<file path="config.mk">
export PLATFORM = sky130hd
export DESIGN_NAME = stream_unpacker
export DESIGN_NICKNAME = d
export VERILOG_FILES = /design/src/rtl/stream_pkg.sv /design/src/rtl/stream_slice_mux.sv /design/src/rtl/stream_unpacker.sv
export SDC_FILE = /design/constraint.sdc
export NUM_CORES = 1
export LEC_CHECK = 0
export BUFFER_PORTS_ARGS = -buffer_cell sky130_fd_sc_hd__buf_2
export CAP_MARGIN = 20
export CORE_UTILIZATION = 35
export DETAILED_ROUTE_END_ITERATION = 8
export PLACE_DENSITY = 0.53
export SLEW_MARGIN = 30
export SYNTH_ARGS = -nofsm -noshare
export SYNTH_HDL_FRONTEND = slang
export SYNTH_SLANG_ARGS = --single-unit
</file>
<file path="constraint.sdc">
create_clock -name clk -period 3.4 [get_ports clk]
set_input_delay 0.17 -clock clk [delete_from_list [all_inputs] [get_ports clk]]
set_output_delay 0.17 -clock clk [all_outputs]
set_load 0.005 [all_outputs]
</file>
<file path="src/rtl/stream_pkg.sv">
// Shared definitions for stb/ack stream blocks.
// Latency: n/a (types, constants and constant functions only).
// Backpressure: n/a.
//
// Contents:
//   state_t - two-state stream FSM encoding (IDLE=1'b0, SEND=1'b1)
//   clog2   - ceiling log2 constant function, shared with the fifo and
//             later stream blocks
package stream_pkg;

    typedef enum logic {
        IDLE = 1'b0,
        SEND = 1'b1
    } state_t;

    // Ceiling log2; clog2(1) = 0, clog2(4) = 2, clog2(5) = 3.
    function automatic int clog2(input int value);
        int v;
        int r;
        v = value - 1;
        r = 0;
        while (v > 0) begin
            r = r + 1;
            v = v >> 1;
        end
        return r;
    endfunction

endpackage

</file>
<file path="src/rtl/stream_slice_mux.sv">
// Selects one OUT_WIDTH slice of a wide word by slice index.
// Latency: purely combinational, zero cycles.
// Backpressure: none; the caller owns the handshake and holds idx steady.
//
// Ports:
//   word  - wide word, OUT_WIDTH*RATIO bits
//   idx   - slice index, IDX_W bits; values >= RATIO select zero
//   slice - selected slice, OUT_WIDTH bits
//
// Build option STREAM_UNPACKER_MSB_FIRST_EN: when defined, index 0 selects
// the most significant slice; otherwise index 0 selects the least
// significant slice.
module stream_slice_mux #(
    parameter int OUT_WIDTH = 8,
    parameter int RATIO     = 4,
    parameter int IDX_W     = 2
) (
    input  logic [OUT_WIDTH*RATIO-1:0] word,
    input  logic [IDX_W-1:0]           idx,
    output logic [OUT_WIDTH-1:0]       slice
);

    // One-hot compare per slice rather than a variable part-select, so the
    // index arithmetic never needs widening and maps to a plain AND-OR mux.
    always_comb begin
        slice = '0;
        for (int k = 0; k < RATIO; k++) begin
            if (idx == IDX_W'(k)) begin
`ifdef STREAM_UNPACKER_MSB_FIRST_EN
                slice = word[(RATIO-1-k)*OUT_WIDTH +: OUT_WIDTH];
`else
                slice = word[k*OUT_WIDTH +: OUT_WIDTH];
`endif
            end
        end
    end

endmodule

</file>
<file path="src/rtl/stream_unpacker.sv">
// Width down-converter: one wide stb/ack word out as RATIO narrow slices.
// Latency: slice 0 is presented the cycle after the input transfer; one slice per cycle sustained.
// Backpressure: data_out_ack low freezes slice/idx; data_in_ack is low until the last slice goes.
//
// Ports:
//   clk           - clock, all state on rising edge
//   rst           - asynchronous active-low reset
//   data_in       - wide input word, OUT_WIDTH*RATIO bits
//   data_in_stb   - producer has a word
//   data_in_ack   - block takes data_in this cycle
//   data_out      - current slice, OUT_WIDTH bits
//   data_out_stb  - data_out valid
//   data_out_ack  - consumer takes data_out this cycle
//   data_out_last - current slice is the last of its word
//
// Build option STREAM_UNPACKER_MSB_FIRST_EN: emit slices most significant
// first. Handshake and timing are unchanged.
module stream_unpacker
    import stream_pkg::*;
#(
    parameter int OUT_WIDTH = 8,
    parameter int RATIO     = 4
) (
    input  logic                       clk,
    input  logic                       rst,
    input  logic [OUT_WIDTH*RATIO-1:0] data_in,
    input  logic                       data_in_stb,
    output logic                       data_in_ack,
    output logic [OUT_WIDTH-1:0]       data_out,
    output logic                       data_out_stb,
    input  logic                       data_out_ack,
    output logic                       data_out_last
);

    localparam int IDX_W = (RATIO > 1) ? clog2(RATIO) : 1;
    localparam logic [IDX_W-1:0] LAST_IDX = IDX_W'(RATIO - 1);

    state_t                     state;
    logic [OUT_WIDTH*RATIO-1:0] hold;
    logic [IDX_W-1:0]           idx;

    logic valid;
    logic last_slice;
    logic in_xfer;
    logic out_xfer;

    assign valid      = (state == SEND);
    assign last_slice = (idx == LAST_IDX);

    // data_out_ack reaches data_in_ack combinationally so a new word can be
    // taken on the same edge the final slice leaves: no bubble between words.
    assign data_in_ack = ~valid | (data_out_ack & last_slice);

    assign in_xfer  = data_in_stb & data_in_ack;
    assign out_xfer = valid & data_out_ack;

    always_ff @(posedge clk or negedge rst) begin
        if (!rst) begin
            state <= IDLE;
            hold  <= '0;
            idx   <= '0;
        end else begin
            case (state)
                IDLE: begin
                    if (in_xfer) begin
                        hold  <= data_in;
                        idx   <= '0;
                        state <= SEND;
                    end
                end
                SEND: begin
                    if (out_xfer) begin
                        if (!last_slice) begin
                            idx <= idx + IDX_W'(1);
                        end else if (in_xfer) begin
                            hold <= data_in;
                            idx  <= '0;
                        end else begin
                            idx   <= '0;
                            state <= IDLE;
                        end
                    end
                end
                default: begin
                    state <= IDLE;
                    idx   <= '0;
                end
            endcase
        end
    end

    stream_slice_mux #(
        .OUT_WIDTH (OUT_WIDTH),
        .RATIO     (RATIO),
        .IDX_W     (IDX_W)
    ) u_slice_mux (
        .word  (hold),
        .idx   (idx),
        .slice (data_out)
    );

    assign data_out_stb = valid;
    // Gated by valid so last reads 0 in reset and idle, including RATIO=1
    // where idx==LAST_IDX always holds.
    assign data_out_last = valid & last_slice;

endmodule
</file>
; ---- Word-level counts from Yosys, hierarchy flattened
; Cells that the tools add are included.
[totals]
regBits = 35
n_memories = 0
ram_bits = 0
latchBits = 0
rom_bits = 0
[op_classes]
n_eq_ne = 6
n_div = 0
n_mux = 16
n_bitwise = 6
n_shift = 0
multipliers = 0
addsub = 1
n_reduce_logical = 3
order_cmp = 0
[op_table]
columns = op, n
row1 = $mux W32, 3
row2 = $pmux W32 S2, 1
row3 = $mux W8, 4
row4 = $mux W2, 3
row5 = $and A1 B1 Y1, 4
row6 = $eq A2 B2 Y1 const B, 2
row7 = $ne A2 B1 Y1 const B, 2
row8 = $pmux W2 S2, 1
row9 = $reduce_and A2 Y1, 2
row10 = $mux W1, 3
row11 = $add A2 B1 Y2 const B, 1
row12 = $eq A2 B1 Y1 const B, 1
row13 = $logic_not A2 Y1, 1
row14 = $ne A2 B2 Y1 const B, 1
row15 = $pmux W1 S2, 1
row16 = $not A1 Y1, 1
row17 = $or A1 B1 Y1, 1

; ---- Logic depth before layout (Yosys ltp)
; Gate-level depths: netlist of run 1.
[logic_depth]
word_depth = 8
depth_mapped = 6

; ---- By module
; A second synthesis of run 1 with hierarchy kept.
[hier_totals]
cells_unflattened = 93
area_unflattened_um2 = 1725.4
[modules_own_cells]
columns = mod, area_per_inst_um2, seq_area_each_um2, n_inst, cells_per_inst
row1 = stream_unpacker, 1529.0, 875.8, 1, 83
row2 = stream_slice_mux, 196.4, 0.0, 1, 10

; ---- Least setup slack after synthesis of run 1
; No wires, ideal clock.
[synth_path]
kind = register to register
startpoint = register idx[0]
endpoint = register hold[0]
setup_slack_ps = 1827
n_path_buf = 1
setup_ps = 125
stages_incl_launch_ff = 6
required_time_ps = 3275
arrival_ps = 1448
cell_sequence = dfrtp_1 -> ha_1 -> a21bo_4 -> nand2_4 -> buf_12 -> mux2_4
[synth_between]
elab_chain_cells = 8
elab_cells_between_ends = 10
cone_classes = eq/ne: 2 / mux: 4 / bitwise: 3 / reduce/logical: 1
[synth_lines]
columns = element, line
row1 = start: declaration, stream_unpacker.sv:40  ; logic [IDX_W-1:0] idx;
row2 = start signal: assignment, stream_unpacker.sv:74  ; idx <= idx + IDX_W'(1);
row3 = $eq A2 B2 Y1 *, stream_unpacker.sv:48  ; assign last_slice = (idx == LAST_IDX);
row4 = $and A1 B1 Y1 *, stream_unpacker.sv:52  ; assign data_in_ack = ~valid | (data_out_ack & last_slice);
row5 = $or A1 B1 Y1 *, stream_unpacker.sv:52
row6 = via data_in_ack, stream_unpacker.sv:28  ; output logic data_in_ack,
row7 = $and A1 B1 Y1 *, stream_unpacker.sv:54  ; assign in_xfer = data_in_stb & data_in_ack;
row8 = $mux W32 *, --
row9 = $mux W32 (2 in a row), --
row10 = $pmux W32 S2 *, --
row11 = end signal: assignment, stream_unpacker.sv:66  ; hold <= data_in;
row12 = end signal: assignment, stream_unpacker.sv:76  ; hold <= data_in;
row13 = end: declaration, stream_unpacker.sv:39  ; logic [OUT_WIDTH*RATIO-1:0] hold;
; Mark *: on every way through the listed nets, which the timed path passes. The rest lies on a longest branch. The select of a mux whose other input is x is not followed.
; A chain may end at the register's enable or synchronous reset.

; ---- Final worst setup path of run 1
[layout_path]
startpoint = register idx[0]
endpoint = output data_out[5]
[layout_between]
elab_chain_cells = 5
elab_cells_between_ends = 8
cone_classes = eq/ne: 3 / mux: 4 / reduce/logical: 1
[layout_lines]
columns = element, line
row1 = $logic_not A2 Y1, stream_slice_mux.sv:28  ; if (idx == IDX_W'(k)) begin
row2 = $mux W8 (3 in a row), stream_slice_mux.sv:28
row3 = $mux W8 *, stream_slice_mux.sv:28
row4 = end: declaration, stream_unpacker.sv:29  ; output logic [OUT_WIDTH-1:0] data_out,
; Mark *: on every way between the ends. The rest lies on a longest branch, timed or not.

==> results.json, run 1 <==
{
  "finalSetupViolCount": 0,
  "min_path_cells": 2,
  "pre_cts_ws_ns": 1.46,
  "fin_ws_ns": 1.41,
  "yosysSeqAreaShare_pct": 49.5,
  "seqPwrFrac_pct": 38.1,
  "slew-limit-headroom_pct": 48.5,
  "end_kind": "output port",
  "leakage_nw": 1.08,
  "reg2regPathDepth": 4,
  "synth_edf_count": 0,
  "reg2reg_slack_ns": 1.49,
  "synth_cell_types": 21,
  "netlist_instances": 126,
  "internal-power_mw": 1.36,
  "finalPower_mw": 1.99,
  "final_max_slew_viol_count": 0,
  "clk_pin_slew_ns": 0.07,
  "dp_hpwl_mm": 2.58,
  "grt_pass1_wl_mm": 5.87,
  "start_util_pct": 37.0,
  "crit_path_start_kind": "register",
  "p_comb_share_pct": 43.7,
  "syn_area_per_cell_sq_um": 14.1,
  "outcome": "complete, no violations",
  "ys.flop_type": "dfrtp_1",
  "clock_latency_ns": 0.29,
  "peakVddDrop_v": 0.000309,
  "rows": 25,
  "viasPerCell": 4.67,
  "synth_area_sq_um": 1770,
  "path_buf_inv": 2,
  "drt-total-wl_mm": 3.56,
  "required_ns": 3.23,
  "synthToLayoutAreaGrowth_pct": 20.1,
  "min_period_over_period_pct": 58.6,
  "die-area_sq_um": 5350,
  "io_buffers": 46,
  "num_antenna_cells": 0,
  "die_h_microns": 73.1,
  "power.switching_mw": 0.627,
  "tightest_slew_ns": 0.772,
  "power.share.switching_pct": 31.6,
  "cts-resized-gates": 0,
  "rr_endpoint": "hold[6]",
  "ys_ff_latch": 35,
  "crit_arrival_ns": 1.82,
  "finalSetupTns_ns": 0,
  "post_drt_wl_per_cell_microns": 14.8,
  "period_needed_ns": 1.99,
  "dr.pass1.iters": 4,
  "nNetsFinal": 214,
  "hold_viol_final": 0,
  "cts.root.buffer_cell": "clkbuf_8",
  "cp_max_fo": 8,
  "drive_gt1_share_pct": 50.0,
  "rsz0062_at_grt": "no",
  "clk_path_buf_depth": 2,
  "cts_setup_buffers": 0,
  "grt-ovfl-total": 0,
  "fmaxAchievable_mhz": 502,
  "critical_path_class": "register to output port",
  "critical-path-max-stage-delay_ns": 0.44,
  "worstHoldStart": "data_in[0]",
  "hold_end": "hold[0]",
  "yosysWarnings": 0,
  "grt_max_degree": 36,
  "drt_iter0_drc": 80,
  "cts.sinks": 35,
  "antenna_found_initial": 0,
  "numCtsBuffers": 5,
  "die_w_microns": 73.1,
  "first_global_vias": 1213,
  "crit_slowest_cell": "nor2_1",
  "vias": 1126,
  "startpoint": "idx[0]",
  "htreeDepth": 2,
  "drv_cap": 0,
  "cts_tree": "built",
  "critPathTopFamily": "simple AND/OR/NAND/NOR gates",
  "finClkSkew_ns": 0.00446,
  "core_area_sq_um": 4790,
  "holdBufCountCts": 1,
  "grtUsageTotal_pct": 15.3,
  "place_congestion": 0.745,
  "clockPowerShare_pct": 18.2,
  "hp-class": "input port to register",
  "powerDensity_nw_per_um2": 934,
  "cp_cell_sequence": "inv_1 -> ha_1 -> nor2_1 -> a31oi_1 -> buf_2",
  "async_flop_share_pct": 100,
  "mappedNetlistNets": 166,
  "r2r_start": "idx[0]",
  "drc": 0,
  "postRouteAntennaNets": 0,
  "io-pin-count": 47
}
==> cell type report <==
class,instances,area [sq um]
tap,67,83.8
multi-input combinational,82,812
fill,452,2660
sequential,35,876
inverter,3,11.3
timing repair buffer,47,240
clock buffer,6,72.6
clock inverter,1,30.0
==> cells in the mapped netlist, types with 2 or more instances <==
cell,number,share of area [%]
o22ai_1,7,2.5
ha_1,4,2.8
nand2_1,10,2.1
mux2_4,30,25
mux2_2,3,1.9
nand3b_1,8,3.4
inv_1,3,0.64
clkbuf_1,2,0.42
a31oi_1,8,2.8
buf_12,3,3.4
nor2_1,2,0.42
nand2b_1,3,1.1
dfrtp_1,35,49
==> cell families (layout without fill, tap and decap cells) <==
group	after synthesis	after routing	share of synthesized area (%)
AO/OA/AOI/OAI	19	19	7.42
adder cells (fa/ha/maj)	4	4	2.83
buffers and inverters	9	57	4.66
flip-flops	35	35	49.5
multiplexers	33	33	27.3
AND/OR/NAND/NOR	26	26	8.27
==> per-stage QoR <==
stage | hold WS (ns) | std cells | utilization (%) | cell area [sq um]
5_1_grt | 0.0987 | 241 | 44.4 | 2130
3_3_place_gp | 0.287 | 233 | 42.1 | 2010
6_report | 0.106 | 241 | 44.4 | 2130
3_5_place_dp | 0.291 | 233 | 42.1 | 2010
4_1_cts | 0.103 | 241 | 44.4 | 2130
2_1_floorplan | -0.126 | 126 | - | 1770
==> layout by cell type, fill, tap and decap left out <==
cell,n
buf_2,46
dfrtp_1,35
mux2_4,30
nand2_1,10
nand3b_1,8
a31oi_1,8
o22ai_1,7
clkbuf_8,5
ha_1,4
inv_1,3
nand2b_1,3
mux2_2,3
nor2_1,2
o2bb2ai_1,1
a21bo_4,1
and2_1,1
nand2_4,1
nand3_1,1
o21ai_0,1
o31ai_1,1
clkbuf_1,1
bufinv_16,1
dlygate4sd3_1,1
==> registers in the layout, indices dropped and copies added (netlist names) <==
signal and cells:
data_out_stb 1, hold 32, idx 2
==> metal layers <==
layer / up-vias / share of wire [%] / track usage, %
met5: - / 0 / 0
met4: 0 / 1.5 / 5.88
met3: 5 / 4.9 / 5.39
met2: 25 / 46 / 23.0
met1: 551 / 47 / 20.2
li1: 545 / - / -
==> how the worst max path moves through the flow <==
stage | to | slack, ns | depth (start not counted)
2_1_floorplan | hold[0] | 1.83 | 5
6_report | data_out[5] | 1.41 | 5
3_5_place_dp | hold[7] | 1.46 | 4
4_1_cts | data_out[5] | 1.35 | 5
5_1_grt | data_out[5] | 1.21 | 5
3_3_place_gp | hold[6] | 1.52 | 4
==> power groups by stage <==
stage	clock network, mW	registers [mW]	logic [mW]
2_1_floorplan	0	0.719	0.673
3_3_place_gp	0	0.749	0.865
3_5_place_dp	0	0.758	0.886
4_1_cts	0.369	0.757	0.886
5_1_grt	0.391	0.784	0.961
6_report	0.362	0.755	0.868
(Power assumes the default switching activity.)
==> run 2: changes to the inputs <==
--- a/config.mk
+++ b/config.mk
@@ -5,11 +5,12 @@
 export SDC_FILE = /design/constraint.sdc
 export NUM_CORES = 1
 export LEC_CHECK = 0
+export ABC_AREA = 1
 export BUFFER_PORTS_ARGS = -buffer_cell sky130_fd_sc_hd__buf_2
 export CAP_MARGIN = 20
 export CORE_UTILIZATION = 35
 export DETAILED_ROUTE_END_ITERATION = 8
-export PLACE_DENSITY = 0.53
+export PLACE_DENSITY = 0.52
 export SLEW_MARGIN = 30
 export SYNTH_ARGS = -nofsm -noshare
 export SYNTH_HDL_FRONTEND = slang
==> constraint.sdc (replaced) <==
create_clock -name clk -period 2.1 [get_ports clk]
set_input_delay 0.105 -clock clk [delete_from_list [all_inputs] [get_ports clk]]
set_output_delay 0.105 -clock clk [all_outputs]
set_load 0.005 [all_outputs]
==> results.json, run 2 <==
{
  "min_path_cells": 3,
  "crit_path_start_kind": "register",
  "cts_tree": "built",
  "synth_cell_types": 16,
  "power.share.switching_pct": 41.9,
  "outcome": "complete, no violations",
  "io_buffers": 46,
  "async_flop_share_pct": 100,
  "crit_arrival_ns": 1.79,
  "cp_cell_sequence": "inv_1 -> ha_1 -> inv_1 -> nand3_1 -> nand2_1 -> nand2_1 -> nand2_1 -> buf_2",
  "die_h_microns": 77.5,
  "dp_hpwl_mm": 3.09,
  "tightest_slew_ns": 0.807,
  "cts-resized-gates": 0,
  "rows": 27,
  "leakage_nw": 1.21,
  "drt-total-wl_mm": 4.47,
  "reg2regPathDepth": 6,
  "mappedNetlistNets": 272,
  "numCtsBuffers": 5,
  "drv_cap": 0,
  "power.switching_mw": 1.30,
  "rsz0062_at_grt": "no",
  "register_area_sq_um": 876,
  "most-common-layout-cells": "nand2_2 (60), buf_2 (46), nand2_1 (41)",
  "nNetsFinal": 312,
  "cp_max_fo": 9,
  "holdBufCountCts": 1,
  "cts.sinks": 35,
  "slew-limit-headroom_pct": 46.2,
  "cts.root.buffer_cell": "clkbuf_8",
  "placed_area_sq_um": 2190,
  "crit_slowest_cell": "dfrtp_1",
  "clock_latency_ns": 0.28,
  "final_max_slew_viol_count": 0,
  "critical-path-max-stage-delay_ns": 0.41,
  "end_kind": "output port",
  "finalSetupViolCount": 0,
  "top_register": "hold",
  "vias": 1531,
  "powerDensity_nw_per_um2": 1350,
  "critical_path_class": "register to output port",
  "core_area_sq_um": 5510,
  "num_antenna_cells": 0,
  "pre_cts_ws_ns": 0.506,
  "final_cells": 344,
  "placed_cells_incl_taps": 336,
  "rr_endpoint": "hold[9]",
  "r2r_start": "idx[1]",
  "die_w_microns": 77.5,
  "synthToLayoutAreaGrowth_pct": 14.7,
  "mostFrequentLayoutCell": "nand2_2",
  "grt_max_degree": 36,
  "yosys-top-cells-area": "dfrtp_1 (44%), nand2_2 (19%), nand3_1 (10%)",
  "period_needed_ns": 1.89,
  "place_congestion": 0.783,
  "postRouteAntennaNets": 0,
  "required_ns": 2.00,
  "start_util_pct": 36.2,
  "yosys.area.top_type_share_pct": 43.9,
  "reg2reg_slack_ns": 0.63,
  "die-area_sq_um": 6000,
  "largest_register_ffs": 32,
  "fin_area_sq_um": 2290,
  "min_period_over_period_pct": 90.2,
  "hold_end": "hold[7]",
  "synth_most_common_cell": "nand2_2",
  "n_fill_cell": 576,
  "finClkSkew_ns": 0.00837,
  "grtUsageTotal_pct": 16.6,
  "netlist_instances": 232,
  "yosysTopAreaCell": "dfrtp_1",
  "hold_slack_ns": 0.0534,
  "ys.flop_type": "dfrtp_1",
  "dr.pass1.iters": 4,
  "utilization_pct": 41.5,
  "synth_area_sq_um": 1990,
  "clk_path_buf_depth": 2,
  "drive_gt1_share_pct": 43.4,
  "synth_edf_count": 0,
  "first_global_vias": 1480,
  "drc": 0,
  "viasPerCell": 4.45,
  "post_drt_wl_per_cell_microns": 13.0,
  "hold_viol_final": 0,
  "ys_ff_latch": 35,
  "grt-ovfl-total": 0,
  "drt_iter0_drc": 69,
  "multi_input_area_sq_um": 926,
  "fmaxAchievable_mhz": 528,
  "finalSetupTns_ns": 0,
  "synth_common_cells": "nand2_2 (60), nand2_1 (41), nand3_1 (40)",
  "peakVddDrop_v": 0.000373,
  "yosysSeqAreaShare_pct": 43.9,
  "antenna_found_initial": 0,
  "syn_area_per_cell_sq_um": 8.60,
  "clk_pin_slew_ns": 0.07,
  "seqPwrFrac_pct": 39.5,
  "clockPowerShare_pct": 16.1,
  "hp-class": "input port to register",
  "io-pin-count": 47,
  "htreeDepth": 2,
  "fin_ws_ns": 0.206,
  "grt_pass1_wl_mm": 7.59,
  "finalPower_mw": 3.10,
  "crit_top_cell": "nand2_1",
  "yosysWarnings": 0,
  "cts_setup_buffers": 0,
  "worstHoldStart": "data_in[7]",
  "p_comb_share_pct": 44.4,
  "internal-power_mw": 1.80
}
run 2: metal layers:
metal  global-route usage [%]  part of all wire (%)
met4                     5.66                   1.1
met3                     4.12                   3.8
met2                     25.6                    44
met5                        0                     0
met1                     22.8                    51
run 2: power by group through the flow:
stage	logic [mW]	clock network (mW)	registers (mW)
floorplan	1.09	0	1.16
global placement	1.37	0	1.24
detailed placement	1.40	0	1.23
CTS	1.40	0.514	1.23
global route	1.59	0.543	1.26
finish	1.38	0.498	1.22
run 2: logic make-up (layout without fill, tap and decap cells):
kind of cell               Yosys count  in the layout  share of synthesized area, %
AOI/OAI and AO/OA                   19             19                          4.77
adders and majority gates            4              4                          2.51
buffers and inverters               30             70                          9.66
DFF                                 35             35                          43.9
and+or+nand+nor                    144            144                          39.1
run 2: how the worst max path moves through the flow:
| stage | slack [ns] | start | end | cells after the start |
|---|---|---|---|---|
| global placement | 0.51 | idx[1] | data_out[3] | 8 |
| CTS | 0.19 | idx[1] | data_out[4] | 8 |
| detailed placement | 0.51 | idx[1] | data_out[4] | 8 |
| finish | 0.21 | idx[1] | data_out[3] | 8 |
| global route | 0.02 | idx[1] | data_out[1] | 8 |
| floorplan | 0.83 | idx[0] | data_out[6] | 8 |
run 2: worst max-delay path: cells and delay by family (launching register included):
family,cells,cell delay (ns)
adders and majority gates,1,0.35
and+or+nand+nor,4,0.31
buffers and inverters,3,0.44
DFF,1,0.41
run 2: area by class of cell:
type | instances | share of cell area, %
clock inverters | 1 | 0.219
multi-input cells | 167 | 40.5
clock buffers | 6 | 3.61
flip-flops and latches | 35 | 38.3
inverters | 14 | 2.30
repair buffers | 49 | 11.2
well taps | 72 | 3.94
